### src/rtl/pu_bus_sequencer.sv
`timescale 1ns/1ps
// pu_bus_sequencer
// Steps through a small program of control words and drives the per-PU
// signal_sel / signal_wr / signal_oe strobes (oe && wr is the launch strobe).
// Merges every PU's data_out/attr_out onto one broadcast bus and flags
// transfers whose attribute carries the INVALID bit.
//
// Ports:
//   clk, rst            clock, synchronous active-high reset
//   prog_we/addr/data   program memory write port (honoured only in IDLE)
//   start               run request (ignored unless IDLE)
//   busy                high from FETCH through DONE
//   done                one-cycle pulse at program end
//   err                 sticky: an illegal control word was executed
//   invalid_seen        sticky: a read transfer carried the INVALID attribute
//   pu_signal_sel/wr/oe per-PU strobes, nonzero only in EXEC
//   pu_data_out/attr_out flattened PU outputs, slot i at [i*W +: W]
//   bus_data/bus_attr   OR-merge of all PU outputs, broadcast to PU inputs
//
// Control word, LSB first: end, launch_en, launch_idx, dst_sel, dst_idx,
// dst_en, src_sel, src_idx, src_en, wait[3:0].
//
// Build option: define PU_BUS_SEQ_HALT_ON_INVALID_EN to end the run (go to
// DONE) right after an EXEC that performed an invalid transfer.
module pu_bus_sequencer #(
  parameter int DATA_WIDTH = 32,
  parameter int ATTR_WIDTH = 4,
  parameter int INVALID    = 0,
  parameter int PU_COUNT   = 4,
  parameter int PROG_DEPTH = 16,
  parameter int IDX_W      = $clog2(PU_COUNT),
  parameter int PC_W       = $clog2(PROG_DEPTH),
  parameter int CW_WIDTH   = 3*IDX_W+10
) (
  input  logic                             clk,
  input  logic                             rst,
  input  logic                             prog_we,
  input  logic [PC_W-1:0]                  prog_addr,
  input  logic [CW_WIDTH-1:0]              prog_data,
  input  logic                             start,
  output logic                             busy,
  output logic                             done,
  output logic                             err,
  output logic                             invalid_seen,
  output logic [PU_COUNT-1:0]              pu_signal_sel,
  output logic [PU_COUNT-1:0]              pu_signal_wr,
  output logic [PU_COUNT-1:0]              pu_signal_oe,
  input  logic [PU_COUNT*DATA_WIDTH-1:0]   pu_data_out,
  input  logic [PU_COUNT*ATTR_WIDTH-1:0]   pu_attr_out,
  output logic [DATA_WIDTH-1:0]            bus_data,
  output logic [ATTR_WIDTH-1:0]            bus_attr
);

  localparam logic [2:0] S_IDLE  = 3'd0;
  localparam logic [2:0] S_FETCH = 3'd1;
  localparam logic [2:0] S_EXEC  = 3'd2;
  localparam logic [2:0] S_WAIT  = 3'd3;
  localparam logic [2:0] S_DONE  = 3'd4;

  localparam logic [PC_W-1:0] PC_LAST = PC_W'(PROG_DEPTH-1);

  logic [2:0]          state;
  logic [PC_W-1:0]     pc;
  logic [CW_WIDTH-1:0] cw;
  logic [3:0]          wait_cnt;
  logic [CW_WIDTH-1:0] mem [PROG_DEPTH];

  // Control word fields
  logic             f_end, launch_en, dst_sel, dst_en, src_sel, src_en;
  logic [IDX_W-1:0] launch_idx, dst_idx, src_idx;
  logic [3:0]       f_wait;

  assign f_end      = cw[0];
  assign launch_en  = cw[1];
  assign launch_idx = cw[IDX_W+1:2];
  assign dst_sel    = cw[IDX_W+2];
  assign dst_idx    = cw[2*IDX_W+2:IDX_W+3];
  assign dst_en     = cw[2*IDX_W+3];
  assign src_sel    = cw[2*IDX_W+4];
  assign src_idx    = cw[3*IDX_W+4:2*IDX_W+5];
  assign src_en     = cw[3*IDX_W+5];
  assign f_wait     = cw[3*IDX_W+9:3*IDX_W+6];

  logic illegal;
  logic invalid_now;
  logic last_step;
  logic halt;

  // Two enabled fields addressing the same PU would give it conflicting strobes.
  assign illegal = (src_en && dst_en    && (src_idx == dst_idx))    ||
                   (src_en && launch_en && (src_idx == launch_idx)) ||
                   (dst_en && launch_en && (dst_idx == launch_idx));

  assign invalid_now = (state == S_EXEC) && src_en && bus_attr[INVALID];
  assign last_step   = f_end || (pc == PC_LAST);

`ifdef PU_BUS_SEQ_HALT_ON_INVALID_EN
  assign halt = invalid_now;
`else
  assign halt = 1'b0;
`endif

  assign busy = (state != S_IDLE);
  assign done = (state == S_DONE);

  // Broadcast bus: idle PUs drive zero, so OR acts as the bus mux.
  always_comb begin
    bus_data = '0;
    bus_attr = '0;
    for (int unsigned i = 0; i < PU_COUNT; i++) begin
      bus_data = bus_data | pu_data_out[i*DATA_WIDTH +: DATA_WIDTH];
      bus_attr = bus_attr | pu_attr_out[i*ATTR_WIDTH +: ATTR_WIDTH];
    end
  end

  // Strobes; launch is applied last so it overrides sel for its slot.
  always_comb begin
    pu_signal_sel = '0;
    pu_signal_wr  = '0;
    pu_signal_oe  = '0;
    if ((state == S_EXEC) && !illegal) begin
      if (src_en) begin
        pu_signal_oe[src_idx]  = 1'b1;
        pu_signal_sel[src_idx] = src_sel;
      end
      if (dst_en) begin
        pu_signal_wr[dst_idx]  = 1'b1;
        pu_signal_sel[dst_idx] = dst_sel;
      end
      if (launch_en) begin
        pu_signal_oe[launch_idx]  = 1'b1;
        pu_signal_wr[launch_idx]  = 1'b1;
        pu_signal_sel[launch_idx] = 1'b0;
      end
    end
  end

  // Program memory: no reset, so contents survive rst.
  always_ff @(posedge clk) begin
    if (prog_we && (state == S_IDLE)) begin
      mem[prog_addr] <= prog_data;
    end
  end

  always_ff @(posedge clk) begin
    if (rst) begin
      state        <= S_IDLE;
      pc           <= '0;
      cw           <= '0;
      wait_cnt     <= '0;
      err          <= 1'b0;
      invalid_seen <= 1'b0;
    end else begin
      case (state)
        S_IDLE: begin
          if (start) begin
            pc           <= '0;
            err          <= 1'b0;
            invalid_seen <= 1'b0;
            state        <= S_FETCH;
          end
        end
        S_FETCH: begin
          cw    <= mem[pc];
          state <= S_EXEC;
        end
        S_EXEC: begin
          if (illegal)     err          <= 1'b1;
          if (invalid_now) invalid_seen <= 1'b1;
          if (halt) begin
            state <= S_DONE;
          end else if (f_wait != 4'd0) begin
            wait_cnt <= f_wait - 4'd1;
            state    <= S_WAIT;
          end else if (last_step) begin
            state <= S_DONE;
          end else begin
            pc    <= pc + PC_W'(1);
            state <= S_FETCH;
          end
        end
        S_WAIT: begin
          if (wait_cnt != 4'd0) begin
            wait_cnt <= wait_cnt - 4'd1;
          end else if (last_step) begin
            state <= S_DONE;
          end else begin
            pc    <= pc + PC_W'(1);
            state <= S_FETCH;
          end
        end
        S_DONE:  state <= S_IDLE;
        default: state <= S_IDLE;
      endcase
    end
  end

endmodule
### config.mk
export PLATFORM = sky130hd
export DESIGN_NAME = pu_bus_sequencer
export DESIGN_NICKNAME = d
export VERILOG_FILES = /design/src/rtl/pu_bus_sequencer.sv
export SDC_FILE = /design/constraint.sdc
export NUM_CORES = 1
export LEC_CHECK = 0
export CORE_ASPECT_RATIO = 2
export CORE_UTILIZATION = 32
export DETAILED_ROUTE_END_ITERATION = 6
export MAX_ROUTING_LAYER = met4
export SKIP_CTS_REPAIR_TIMING = 1
export SYNTH_ARGS = -nofsm -noshare
export SYNTH_HDL_FRONTEND = slang
export SYNTH_SLANG_ARGS = --single-unit
### constraint.sdc
create_clock -name clk -period 4.13 [get_ports clk]
set_input_delay 0.826 -clock clk [delete_from_list [all_inputs] [get_ports clk]]
set_output_delay 0.826 -clock clk [all_outputs]
set_load 0.01 [all_outputs]
# ---- Word level (Yosys, flattened, before mapping)
# Memories as Yosys holds them, arrays and structs flattened. A register that Yosys moved wholly into a read port is not among the register bits.
# Cells that the tools add are included.
dict set report classes {
  n_addsub 3
  n_lt_le_gt_ge 6
  n_eq_ne 15
  n_mux 41
  n_bitwise 11
  n_reduce_logical 29
}
# cell count
set ops {}
lappend ops {{$or A32 B32 Y32} 3}
lappend ops {{$mux W4} 20}
lappend ops {{$or A4 B4 Y4} 5}
lappend ops {{$logic_and A1 B1 Y1} 13}
lappend ops {{$mux W3} 4}
lappend ops {{$ne A2 B2 Y1 const B} 6}
lappend ops {{$pmux W3 S4} 1}
lappend ops {{$pmux W4 S3} 1}
lappend ops {{$lt A2 B3 Y1 const B} 3}
lappend ops {{$reduce_and A3 Y1} 3}
lappend ops {{$and A4 B4 Y4} 2}
lappend ops {{$mux W1} 8}
lappend ops {{$pmux W4 S2} 1}
lappend ops {{$reduce_bool A4 Y1} 2}
lappend ops {{$sub A4 B1 Y4 const B} 2}
lappend ops {{$demux W1 S2} 3}
lappend ops {{$eq A2 B2 Y1} 3}
lappend ops {{$eq A3 B2 Y1 const B} 2}
lappend ops {{$ge A2 B1 Y1 const B} 3}
lappend ops {{$reduce_bool A3 Y1} 2}
lappend ops {{$add A4 B1 Y4 const B} 1}
lappend ops {{$bwmux W4} 1}
lappend ops {{$eq A4 B4 Y1 const B} 1}
lappend ops {{$not A4 Y4} 1}
lappend ops {{other kinds (10)} 14}
dict set report word_totals {
  regBits 13
  mem_bits_rw 256
  inputBits 168
  out_inout_bits 52
  n_memories 1
}
# memory depth word_bits rd rd_ports_with_merged_regs write_ports line_no
set memory_table {}
lappend memory_table {mem 16 16 1 1 1 66} ;# logic [CW_WIDTH-1:0] mem [PROG_DEPTH];

# ---- Longest topological paths before layout
dict set report depth {
  word_depth 13
  depth_mapped 7
  depth_no_buf 5
}

# ---- Least setup slack after synthesis
# Ideal clock, no wire load.
dict set report synth_timing {
  kind {in2reg}
  start {in prog_addr[2]}
  end {mem mem[0][0] (netlist bit) (enable)}
  setup_ns 0.409
  t_arrival_ns 2.392
  path_slack_ns 1.328
  cell_stages 2
  path_buffers 0
  path_cell_list {or3_1 > nor3_1}
}
# item line_no
set synth_rtl {}
lappend synth_rtl {{start, declared} 38} ;# input logic [PC_W-1:0] prog_addr,
lappend synth_rtl {{end, declared} 66}
# No word-level cell before the write port.

# ---- Worst setup path in the final report
dict set report layout_timing {
  start {reg state[1]}
  end {out pu_signal_sel[0]}
}
dict set report layout_between {
  elab_chain_cells 3
}
# item line_no
set layout_lines {}
lappend layout_lines {{start, declared} 62} ;# logic [2:0] state;
lappend layout_lines {{start signal, assigned} 147} ;# state <= S_IDLE;
lappend layout_lines {{start signal, assigned} 160} ;# state <= S_FETCH;
lappend layout_lines {{start signal, assigned} 165} ;# state <= S_EXEC;
lappend layout_lines {{$eq A3 B2 Y1} 121} ;# if ((state == S_EXEC) && !illegal) begin
lappend layout_lines {{$logic_and A1 B1 Y1} 121}
lappend layout_lines {{$mux W4} 121}
lappend layout_lines {{end, declared} 45} ;# output logic [PU_COUNT-1:0] pu_signal_sel,
# No other way between the ends.

==> run_results.csv <==
group,metric,value,unit
status,status,"finished, final reports clean",
critical_path,crit_fanout,13,
place,place_area,14400,µm²
layout,utilization,0.426,
clocking,h-tree-depth,1,
die,initial_core_util,0.325,
sta,hold_viol,0,
yosys,syn_area_per_cell,18.4,µm²
critical_path,worstRegToRegCells,5,
power,power_density,389,nW/µm²
die,core,35700,µm²
yosys,synth_edf_count,256,
yosys,synth_cells,631,
sta,timing.setup.tns,0,ns
yosys,synthFlopType,"edfxtp_1",
clocking,clock_path_buffers,3,
layout,nets,1035,
critical_path,startpoint,"state[1]$_SDFFE_PP0P_",
clocking,cts_buffers,23,
layout,fill_cells,3152,
yosys,syn_nets,801,
clocking,cts.sinks,285,
die,die_w,137,µm
routing,routed_via_density,5.17,
die,fp.dieArea,37000,µm²
power,vdd_drop_max,263,µV
routing,first_pass_iters,4,
critical_path,cp.required,3.30,ns
global_routing,grt_pass1_vias,7262,
layout,final_layout_size_suffix_gt1_frac,0.184,
clocking,cts_tree,"done",
routing,drc,0,
clocking,clk_latency,0.54,ns
yosys,synthMuxAreaShare,0.146,
sta,setup_violations,0,
yosys,synth_top_family_by_area,"multiplexers",
yosys,synth_area_leader_cell,"edfxtp_1",
critical_path,crit_path_end,"pu_signal_sel[0]",
run,cap_viol_max_count,0,
clocking,cts.clk_slew.worst_paths,0.07,ns
die,dieHeight,271,µm
critical_path,arrival,2.97,ns
yosys,ys_types,50,
global_routing,antenna_found_initial,1,
power,p_total,0.00591,W
yosys,synthXorXnorAreaFrac,0.00453,
yosys,synth-simple-area-share,0.0731,
critical_path,worst-setup-path-type,"reg -> out",
global_routing,grt_max_degree,38,
min_path,hold_depth,1,
critical_path,r2r-start,"state[0]$_SDFFE_PP0P_",
yosys,synth_area_leaders,"edfxtp_1 (66%), mux4_2 (12%), dfxtp_1 (5.0%)",
routing,drtIter0Drc,327,
global_routing,grt_pass1_wl,43.8,mm
sta,period_minus_slack,3.79,ns
routing,avgRoutedWirePerCell,23.3,µm
sta,worst_pin_slew,0.832,ns
sta,rsz0062_at_grt,"false",
sta,fmax,264,MHz
critical_path,r2r_end,"mem[3][6]$_DFFE_PP_",
yosys,synth_area,11600,µm²
yosys,synth_compound_area_frac,0.0453,
min_path,hold_class,"reg -> reg",
layout,area_growth,31.0,%
layout,stdcell_area,15200,µm²
sta,whs,0.470,ns
sta,finalMaxSlewViolations,0,
critical_path,crit_path_end_kind,"output port",
critical_path,cp-start-kind,"flop",
global_routing,grt_use_total,0.171,
sta,layout_worst_path_cycle_share,0.918,
yosys,yosys_register_bits,285,
yosys,synth_top_area_frac,0.663,
sta,slew_headroom,0.445,
yosys,synth-async-reset-ratio,0,
place,portBuffers,219,
yosys,yosysWarnings,0,
clocking,cts-root-buf,"clkbuf_16",
yosys,synth_adder_area_share,0.00216,
place,place_hpwl,21.5,mm
place,place_congestion,0.790,
power,p_leak,4.75,nW
yosys,ys_seq_area_frac,0.713,
critical_path,rrSetupSlack,1.49,ns
routing,routed_wl,31.1,mm
routing,ant_nets,0,
die,ios,220,
global_routing,overflow,0,
routing,num_vias,6897,
sta,skew,0.0257,ns
die,rows,98,
## how the worst min path moves through the flow
stage	startpoint	end	slack (ns)
detailed placement	err$_SDFFE_PP0P_	err$_SDFFE_PP0P_	0.46
global placement	err$_SDFFE_PP0P_	err$_SDFFE_PP0P_	0.45
finish	err$_SDFFE_PP0P_	err$_SDFFE_PP0P_	0.47
CTS	err$_SDFFE_PP0P_	err$_SDFFE_PP0P_	0.48
floorplan	wait_cnt[3]$_SDFFE_PP0P_	wait_cnt[3]$_SDFFE_PP0P_	0.46
global route	err$_SDFFE_PP0P_	err$_SDFFE_PP0P_	0.52
## kinds of logic (layout without fill, tap and decap cells)
family          after synthesis  in the layout
flops                       285            285
other cells                   0              1
fa+ha+maj                     2              2
xor+xnor                      6              6
mux                          89             89
compound gates               69             69
buf+inv                      41            292
simple gates                139            139
## stage by stage
step           cells  setup WS, ns
3_3_place_gp    1290         0.836
2_1_floorplan    631          1.33
6_report        1333         0.337
5_1_grt         1333         0.146
3_5_place_dp    1290         0.873
4_1_cts         1332         0.301
## metal layers
metal  share of wire  wire length (µm)  vias up  global-route usage
li1                -                 -     3085                   -
met1            0.32              9820     3473               0.154
met2            0.58             17900      291               0.341
met3           0.070              2160       48              0.0222
met4           0.037              1140        0              0.0722
met5               0                 0        -                   -
## synth_stat cells, types with 9 or more instances
cell      instances
edfxtp_1        256
mux4_2           64
or4_1            38
dfxtp_1          29
mux2i_1          24
nand2_1          24
nor2_1           22
a22oi_1          17
clkbuf_1         15
a21oi_1          14
buf_2            14
o211ai_2          9
## final cells by class
class,instances,area (µm²),area share
clock buffer,31,626,0.0412
inverter,6,22.5,0.00148
antenna,1,2.50,0.000165
clock inverter,11,115,0.00758
sequential,285,8270,0.545
tap,450,563,0.0371
timing repair buffer,244,2390,0.158
multi-input combinational,305,3190,0.210
## state kept, by name (all words and copies together) (netlist names)
register and count:
wait_cnt 4, state 3, pc 4, mem 256
err 1, cw 16, invalid_seen 1
## power by group
group          switching (W)  total, W  internal [W]
sequential         0.0000636   0.00326       0.00319
clock               0.000979   0.00218       0.00120
combinational       0.000209  0.000480      0.000272
## placed cells by master, fill, tap and decap left out, types with 4 or more instances in the layout
| master | netlist | routed |
|---|---|---|
| or4_1 | 38 | 38 |
| nand2_1 | 24 | 24 |
| a21oi_1 | 14 | 14 |
| buf_4 | 0 | 24 |
| nand2b_1 | 6 | 6 |
| or3_1 | 4 | 4 |
| o211ai_2 | 9 | 9 |
| a22oi_1 | 17 | 17 |
| mux4_2 | 64 | 64 |
| clkinv_2 | 0 | 4 |
| nor3_2 | 3 | 7 |
| inv_1 | 5 | 5 |
| nor2_1 | 22 | 10 |
| clkbuf_16 | 0 | 23 |
| dfxtp_1 | 29 | 27 |
| nand3_1 | 5 | 5 |
| nor2_2 | 0 | 12 |
| nor3b_1 | 6 | 6 |
| mux2i_1 | 24 | 24 |
| clkdlybuf4s50_1 | 0 | 219 |
| nand3b_1 | 6 | 6 |
| nand4_1 | 6 | 6 |
| edfxtp_1 | 256 | 256 |
| o211ai_1 | 6 | 6 |
| xnor2_1 | 6 | 6 |
| clkbuf_1 | 15 | 6 |
## worst max-delay path, cell delays in order, from the launching register on
cell	delay, ns
dfxtp_1	0.60
nor3b_2	0.25
buf_4	0.18
nand4_1	0.40
nor3b_1	0.41
clkdlybuf4s50_1	0.60
(Power assumes the default switching activity.)
